$ cat config.mk
export PLATFORM = sky130hd
export DESIGN_NAME = rcl_stim_driver
export DESIGN_NICKNAME = d
export VERILOG_FILES = /design/src/rtl/rcl_pkg.sv /design/src/rtl/rcl_beat_mux.sv /design/src/rtl/rcl_stim_driver.sv
export SDC_FILE = /design/constraint.sdc
export NUM_CORES = 1
export LEC_CHECK = 0
export CORE_MARGIN = 2
export CORE_UTILIZATION = 47
export DETAILED_ROUTE_END_ITERATION = 12
export GPL_ROUTABILITY_DRIVEN = 0
export PLACE_DENSITY = 0.73
export SETUP_SLACK_MARGIN = 0.05
export SLEW_MARGIN = 20
export SYNTH_ARGS = -nofsm -noshare
export SYNTH_HDL_FRONTEND = slang
export SYNTH_SLANG_ARGS = --single-unit
export TNS_END_PERCENT = 50
$ cat constraint.sdc
create_clock -name clk -period 2.1 [get_ports clk]
set_clock_uncertainty 0.2 [all_clocks]
set_input_delay 0.42 -clock clk [delete_from_list [all_inputs] [get_ports clk]]
set_output_delay 0.42 -clock clk [all_outputs]
set_load 0.03 [all_outputs]
$ cat src/rtl/rcl_pkg.sv
`default_nettype none
// rcl_pkg: result/error codes, FSM state encoding and beat count shared by the RCL stimulus driver.
// Revision: 1.0
package rcl_pkg;

  localparam logic [1:0] RCL_DISJOINT  = 2'd0;
  localparam logic [1:0] RCL_TANGENT   = 2'd1;
  localparam logic [1:0] RCL_INTERSECT = 2'd2;
  localparam logic [1:0] RCL_RESERVED  = 2'd3;

  localparam logic [1:0] ERR_OK      = 2'd0;
  localparam logic [1:0] ERR_TIMEOUT = 2'd1;
  localparam logic [1:0] ERR_EARLY   = 2'd2;
  localparam logic [1:0] ERR_CODE    = 2'd3;

  localparam int RCL_BEATS = 3;

  typedef enum logic [1:0] {
    IDLE = 2'd0,
    SEND = 2'd1,
    WAIT = 2'd2,
    RESP = 2'd3
  } rcl_state_e;

endpackage
`default_nettype wire

$ cat src/rtl/rcl_beat_mux.sv
`default_nettype none
// rcl_beat_mux: registered selector of (a,m) / (b,n) / (c,k) by beat index; drives zeros when idle.
// Revision: 1.0
module rcl_beat_mux (
  input  logic       clk,
  input  logic       rst_n,
  input  logic       en,
  input  logic [1:0] sel,
  input  logic [4:0] a,
  input  logic [4:0] b,
  input  logic [4:0] c,
  input  logic [4:0] m,
  input  logic [4:0] n,
  input  logic [4:0] k,
  output logic [4:0] coef_l,
  output logic [4:0] coef_q
);

  always_ff @(posedge clk or negedge rst_n) begin
    if (!rst_n) begin
      coef_l <= '0;
      coef_q <= '0;
    end else if (!en) begin
      coef_l <= '0;
      coef_q <= '0;
    end else begin
      case (sel)
        2'd0:    begin coef_l <= a; coef_q <= m; end
        2'd1:    begin coef_l <= b; coef_q <= n; end
        default: begin coef_l <= c; coef_q <= k; end
      endcase
    end
  end

endmodule
`default_nettype wire

$ cat src/rtl/rcl_stim_driver.sv
`default_nettype none
// rcl_stim_driver: serialises one command into three RCL beats, then collects the result with latency/timeout/error tracking.
// Revision: 1.0
module rcl_stim_driver
  import rcl_pkg::*;
#(
  parameter int unsigned TIMEOUT = 100,
  parameter int unsigned GAP     = 1,
  parameter int unsigned LAT_W   = 8
) (
  input  logic             clk,
  input  logic             rst_n,
  input  logic             cmd_valid,
  output logic             cmd_ready,
  input  logic [4:0]       cmd_a,
  input  logic [4:0]       cmd_b,
  input  logic [4:0]       cmd_c,
  input  logic [4:0]       cmd_m,
  input  logic [4:0]       cmd_n,
  input  logic [4:0]       cmd_k,
  output logic             in_valid,
  output logic [4:0]       coef_L,
  output logic [4:0]       coef_Q,
  input  logic             out_valid,
  input  logic [1:0]       out,
  output logic             rsp_valid,
  output logic [1:0]       rsp_result,
  output logic [LAT_W-1:0] rsp_latency,
  output logic [1:0]       rsp_err
);

  localparam int unsigned GAP_W = (GAP > 0) ? $clog2(GAP + 1) : 1;

  rcl_state_e       state, state_next;
  logic [1:0]       beat, beat_next;
  logic             early, early_next;
  logic [LAT_W-1:0] lat, lat_next, lat_inc;
  logic [GAP_W-1:0] gap_cnt, gap_next;
  logic [4:0]       a_q, b_q, c_q, m_q, n_q, k_q;
  logic             accept;
  logic             rsp_load;
  logic [1:0]       res_next, err_next;
  logic [LAT_W-1:0] rlat_next;
  logic             timeout_hit;

  assign lat_inc     = (&lat) ? lat : lat + LAT_W'(1);
  assign timeout_hit = 32'(lat_inc) >= 32'(TIMEOUT);

  always_comb begin
    state_next = state;
    beat_next  = beat;
    early_next = early;
    lat_next   = lat;
    gap_next   = gap_cnt;
    accept     = 1'b0;
    rsp_load   = 1'b0;
    res_next   = rsp_result;
    err_next   = rsp_err;
    rlat_next  = rsp_latency;
    unique case (state)
      IDLE: begin
        if (gap_cnt != '0) gap_next = gap_cnt - GAP_W'(1);
        if (cmd_valid && cmd_ready) begin
          accept     = 1'b1;
          state_next = SEND;
          beat_next  = 2'd0;
          early_next = 1'b0;
        end
      end
      SEND: begin
        if (out_valid) early_next = 1'b1;
        if (beat == 2'(RCL_BEATS - 1)) begin
          if (early_next) begin
            state_next = RESP;
            rsp_load   = 1'b1;
            res_next   = RCL_DISJOINT;
            err_next   = ERR_EARLY;
            rlat_next  = '0;
          end else begin
            state_next = WAIT;
            lat_next   = LAT_W'(1);
          end
        end else begin
          beat_next = beat + 2'd1;
        end
      end
      WAIT: begin
        lat_next = lat_inc;
        // A result on the timeout cycle still counts as a success.
        if (out_valid) begin
          state_next = RESP;
          rsp_load   = 1'b1;
          res_next   = out;
          err_next   = (out == RCL_RESERVED) ? ERR_CODE : ERR_OK;
          rlat_next  = lat;
        end else if (timeout_hit) begin
          state_next = RESP;
          rsp_load   = 1'b1;
          res_next   = RCL_DISJOINT;
          err_next   = ERR_TIMEOUT;
          rlat_next  = lat_inc;
        end
      end
      RESP: begin
        state_next = IDLE;
        gap_next   = GAP_W'(GAP);
      end
      default: state_next = IDLE;
    endcase
  end

  always_ff @(posedge clk or negedge rst_n) begin
    if (!rst_n) begin
      state       <= IDLE;
      beat        <= 2'd0;
      early       <= 1'b0;
      lat         <= '0;
      gap_cnt     <= GAP_W'(GAP);
      a_q         <= '0;
      b_q         <= '0;
      c_q         <= '0;
      m_q         <= '0;
      n_q         <= '0;
      k_q         <= '0;
      cmd_ready   <= 1'b0;
      in_valid    <= 1'b0;
      rsp_valid   <= 1'b0;
      rsp_result  <= '0;
      rsp_latency <= '0;
      rsp_err     <= '0;
    end else begin
      state     <= state_next;
      beat      <= beat_next;
      early     <= early_next;
      lat       <= lat_next;
      gap_cnt   <= gap_next;
      if (accept) begin
        a_q <= cmd_a;
        b_q <= cmd_b;
        c_q <= cmd_c;
        m_q <= cmd_m;
        n_q <= cmd_n;
        k_q <= cmd_k;
      end
      cmd_ready <= (state_next == IDLE) && (gap_next == '0);
      in_valid  <= (state_next == SEND);
      rsp_valid <= rsp_load;
      if (rsp_load) begin
        rsp_result  <= res_next;
        rsp_err     <= err_next;
        rsp_latency <= rlat_next;
      end
    end
  end

  // Beat 0 is registered on the acceptance edge, so a/m bypass the holding registers.
  rcl_beat_mux u_beat_mux (
    .clk    (clk),
    .rst_n  (rst_n),
    .en     (state_next == SEND),
    .sel    (beat_next),
    .a      (accept ? cmd_a : a_q),
    .b      (b_q),
    .c      (c_q),
    .m      (accept ? cmd_m : m_q),
    .n      (n_q),
    .k      (k_q),
    .coef_l (coef_L),
    .coef_q (coef_Q)
  );

endmodule
`default_nettype wire

# == After elaboration in Yosys (flattened, before gate mapping) ==
# Cells that the tools add are included.
# word_totals
ff_bits,69
latchBits,0
mem_bits_rw,0
romBits,0
in_bits,36
out_inout_bits,25
word_cells,95
mem_count,0
# op_classes
addsub,3
n_mul,0
div,0
magnitude_cmp,1
eq_ne,12
shift,0
muxes,48
bitwise,1
reduce_logical,11
# ops
op,n
$mux 8,7
$pmux 8 s2,2
$mux 2,15
$mux 5,4
$pmux 5 s2,2
$pmux 2 s2,3
$mux 1,11
$add 8x1->8 const B,1
$eq 2x2->1 const B,4
$ge 8x7->1 const B,1
$ne 2x2->1 const B,4
$pmux 2 s4,1
$reduce_and 8->1,1
$eq 2x1->1 const B,3
$logic_not 2->1,3
$pmux 1 s2,3
$reduce_and 5->1,1
$reduce_bool 2->1,2
$ne 3x3->1 const B,1
$reduce_and 3->1,1
$add 2x1->2 const B,1
$logic_and 1x1->1,2
$reduce_and 2->1,1
$not 1->1,1
$sub 1x1->1 const B,1

# == Longest topological paths before layout ==
# depth
word_depth,8
ltp_mapped,10
mapped_depth_nobuf,7

# == Cells and area by module ==
# From an unflattened synthesis, not the netlist that was laid out.
# hier_totals
hier_cells,295
hier_area_um2,3440.8
# by_module_without_submodules
module,n_inst,cells_each,area_each_um2
rcl_stim_driver,1,251,2852.7
rcl_beat_mux,1,44,588.1

# == Worst setup path after synthesis ==
# No wires, ideal clock.
# synth_path
path_type,reg2reg
startpoint,register state[0]
endpoint,register b_q[3]
setup_time_ns,0.125
t_arrival_ns,1.803
required_ns,1.775
setup_slack_ns,-0.028
stages_incl_launch_ff,7
path_buffers,2
period_less_slack_ns,2.128
cell_sequence,dfrtp_1 > inv_1 > ha_1 > nand3_1 > buf_2 > buf_1 > mux2_2
# synth_between
elab_chain_len,2
# synth_lines
item,line,rtl
"start, declared",rcl_stim_driver.sv:34,"rcl_state_e state, state_next;"
"start signal, assigned",rcl_stim_driver.sv:132,state <= state_next;
$logic_not 2->1,rcl_stim_driver.sv:60,unique case (state)
$mux 1,rcl_stim_driver.sv:60,
"end signal, assigned",rcl_stim_driver.sv:139,b_q <= cmd_b;
"end, declared",rcl_stim_driver.sv:39,"logic [4:0] a_q, b_q, c_q, m_q, n_q, k_q;"
# Every way passes these cells.
# A chain may end at the register's enable or synchronous reset.

# == Worst setup path in the final report ==
# layout_path
startpoint,register state[0]
endpoint,register u_beat_mux.coef_q[2]
# layout_between
elab_chain_len,5
# layout_lines
item,line,rtl
"$eq 2x1->1, or another cell as far along",rcl_stim_driver.sv:60,
"$pmux 2 s2, or another cell as far along",rcl_stim_driver.sv:60,
"$eq 2x1->1, or another cell as far along",rcl_beat_mux.sv:27,case (sel)
$pmux 5 s2 / $eq 2x1->1 (equally long branches),"rcl_beat_mux.sv:27, rcl_stim_driver.sv:160",
$mux 5 *,rcl_beat_mux.sv:23,end else if (!en) begin
"end signal, assigned",rcl_beat_mux.sv:25,coef_q <= '0;
"end signal, assigned",rcl_beat_mux.sv:28,2'd0: begin coef_l <= a; coef_q <= m; end
"end signal, assigned",rcl_beat_mux.sv:29,2'd1: begin coef_l <= b; coef_q <= n; end
"end, declared",rcl_beat_mux.sv:16,output logic [4:0] coef_q
# Every way passes the cells marked *; elsewhere a longest branch is shown, timed or not.

==> flow_metrics.tcl <==
set metrics [dict create \
    syn_area_per_cell_um2 10.7 \
    p_clk_frac 0.170 \
    combPwrFrac 0.532 \
    antennaDiodeCount 0 \
    initial_core_util 0.477 \
    dpl.hpwl_mm 5.65 \
    synth_edf_count 0 \
    sw_frac_of_total 0.362 \
    fin_nets 469 \
    rsz0062_at_grt "true" \
    drt_wl_total_mm 8.34 \
    vias 2812 \
    clkLatencyLatePin_ns 0.35 \
    syn-num-nets 360 \
    multi_input_area_um2 1650 \
    ys_types 47 \
    io_buffers 60 \
    drive_above_1_share 0.304 \
    drv_slew 0 \
    crit_arrival_ns 2.21 \
    die_height_um 89.1 \
    powerDensity_nw_per_um2 1480 \
    synth_area_leaders "dfrtp_1 (50%), mux2_2 (11%), nand2_1 (4.4%), a21oi_1 (3.5%), mux2i_1 (3.5%)" \
    ys_seq_area_frac 0.508 \
    switchingPower_uw 2600 \
    fin_crit_ns 2.14 \
    design.core.area_um2 7140 \
    seqCellArea_um2 1730 \
    final_area_um2 4870 \
    start_kind "flip-flop" \
    drtIter0Drc 171 \
    syn_inst 317 \
    worst_pin_slew_ns 0.612 \
    drc 0 \
    path_max_fanout 8 \
    rows 31 \
    maxCapViolCount 0 \
    synth_area_leader_cell "dfrtp_1" \
    max_freq_mhz 467 \
    clk_pin_slew_ns 0.07 \
    clock_sinks 69 \
    io_pins 61 \
    dp_slack_ns -0.282 \
    max-slew-margin-rel 0.592 \
    synth.most_common_cell "dfrtp_1" \
    pwr-share-seq 0.298 \
    ant_nets 0 \
    numCtsBuffers 9 \
    drtPass1Iterations 5 \
    setup_violations 4 \
    power.leakage_uw 0.00213 \
    place_area_um2 4480 \
    syn_area_um2 3400 \
    grt_max_degree 49 \
    ir_drop_mv 0.785 \
    hold_viol 0 \
    antenna_found_initial 0 \
    ys_seq_elements 69 \
    grt_pass1_vias 2837 \
    yosysWarnings 0 \
    hold_path.class "reg -> reg" \
    die_w_um 89.1 \
    clockBufferDepth 2 \
    async_reset_ff_frac 1.00 \
    fillers 572 \
    cp.required_ns 2.17 \
    path_class "reg -> reg" \
    worstSetupEndpointType "flip-flop" \
    yosysTopAreaCellShare 0.500 \
    final_util 0.683 \
    min_period_over_period 1.02 \
    timing.hold.ws_ns 0.303 \
    post_drt_wl_per_cell_um 15.7 \
    synth_common_cells "dfrtp_1 (68), nand2_1 (40), mux2_2 (32), a21oi_1 (24), nor3_1 (15)" \
    cts_tree "built" \
    area_delta_synth_final_pct 43.1 \
    grt_remaining_overflow 0 \
    grt_usage 0.223 \
    die_area_um2 7940 \
    intPower_uw 4590 \
    status "finished, violations left" \
    violations "negative setup slack" \
    synth_ff_type "dfrtp_1" \
    finalWorstSetupSlack_ns -0.0398 \
    grt_pass1_wl_mm 13.4 \
    root_buffer "clkbuf_8" \
    cts_max_level 3 \
    vias_per_cell 5.31 \
]
-- sequential cells by signal, summed over array words and instances, names as in the netlist --
signal / flops
lat: 8
rsp_latency: 8
a_q: 5
b_q: 5
c_q: 5
k_q: 5
m_q: 5
n_q: 5
u_beat_mux.coef_l: 5
u_beat_mux.coef_q: 5
beat: 2
rsp_err: 2
rsp_result: 2
state: 2
cmd_ready: 1
early: 1
gap_cnt: 1
in_valid: 1
rsp_valid: 1
-- layout make-up --
type	count	area share
Inverter	8	0.00616
Timing Repair Buffer	116	0.229
Clock buffer	11	0.0290
Tap cell	99	0.0254
Sequential cell	69	0.355
Multi-Input combinational cell	222	0.339
Clock inverter	5	0.0172
-- cells in the final DEF, fill, tap and decap left out, types with 10 or more instances in the layout --
| master | netlist | routed |
|---|---|---|
| nor2_1 | 13 | 13 |
| nand2_1 | 40 | 39 |
| mux2i_1 | 12 | 12 |
| a21oi_1 | 24 | 24 |
| clkdlybuf4s50_1 | 0 | 58 |
| buf_4 | 0 | 48 |
| dfrtp_1 | 68 | 67 |
| nor3_1 | 15 | 14 |
| mux2_2 | 32 | 32 |
| clkbuf_8 | 0 | 10 |
-- power by group through the flow --
| stage | combinational (uW) | clock [uW] | sequential (uW) |
|---|---|---|---|
| floorplan | 1750 | 0 | 2400 |
| global placement | 3180 | 0 | 2150 |
| detailed placement | 3300 | 0 | 2170 |
| CTS | 3460 | 1250 | 2150 |
| global route | 4140 | 1310 | 2200 |
| finish | 3830 | 1220 | 2140 |
-- per-layer routing --
layer  vias to the layer above  global-route usage  routed length, um
met5                         -                   0                  0
met4                         0              0.0868                143
met3                        16              0.0388                392
met2                        84               0.391               4410
met1                      1370               0.271               3400
li1                       1342                   -                  -
-- per-stage QoR --
step	setup TNS, ns	power [uW]	cells
floorplan	0	4160	317
global placement	-4.29	5330	506
detailed placement	-5.63	5460	506
CTS	0	6850	526
global route	-1.30	7660	530
finish	-0.0884	7190	530
-- worst paths after layout --
path | startpoint | slack [ns] | to | depth (start not counted)
max | state[0] | -0.04 | u_beat_mux.coef_q[2] | 8
min reg2reg | a_q[2] | 0.30 | a_q[2] | 1
max in group asynchronous | rst_n | 0.77 | in_valid | 3
min | a_q[2] | 0.30 | a_q[2] | 1
min in group asynchronous | rst_n | 0.38 | rsp_latency[7] | 3
max reg2reg | state[0] | -0.04 | u_beat_mux.coef_q[2] | 8
-- logic make-up (layout without fill, tap and decap cells) --
kind of cell             Yosys count  count (layout)  share of synthesized area
AND/OR/NAND/NOR                  101             101                      0.147
XOR/XNOR                           4               4                     0.0103
AO/OA/AOI/OAI                     66              66                      0.133
buffers and inverters             26             140                     0.0353
flip-flops                        69              69                      0.508
multiplexers                      44              44                      0.141
adder cells (fa/ha/maj)            7               7                     0.0257
-- critical path, cell delays in order (launching register included) --
cell      delay [ns]
dfrtp_1         0.42
inv_2           0.11
ha_4            0.19
or2_4           0.17
nand2_2         0.06
a22o_4          0.24
buf_12          0.14
or3_1           0.36
a21boi_1        0.18
-- timing repair --
action / CTS / global route
endpoints found under the setup margin: 25 / 32
hold endpoints to repair: 20 / 0
gates resized for setup: 11 / 15
hold buffers: 1 / 0
pin swaps: 11 / 13
gates cloned: 0 / 1
setup buffers: 3 / 3
Power figures use the tool's default switching activity.
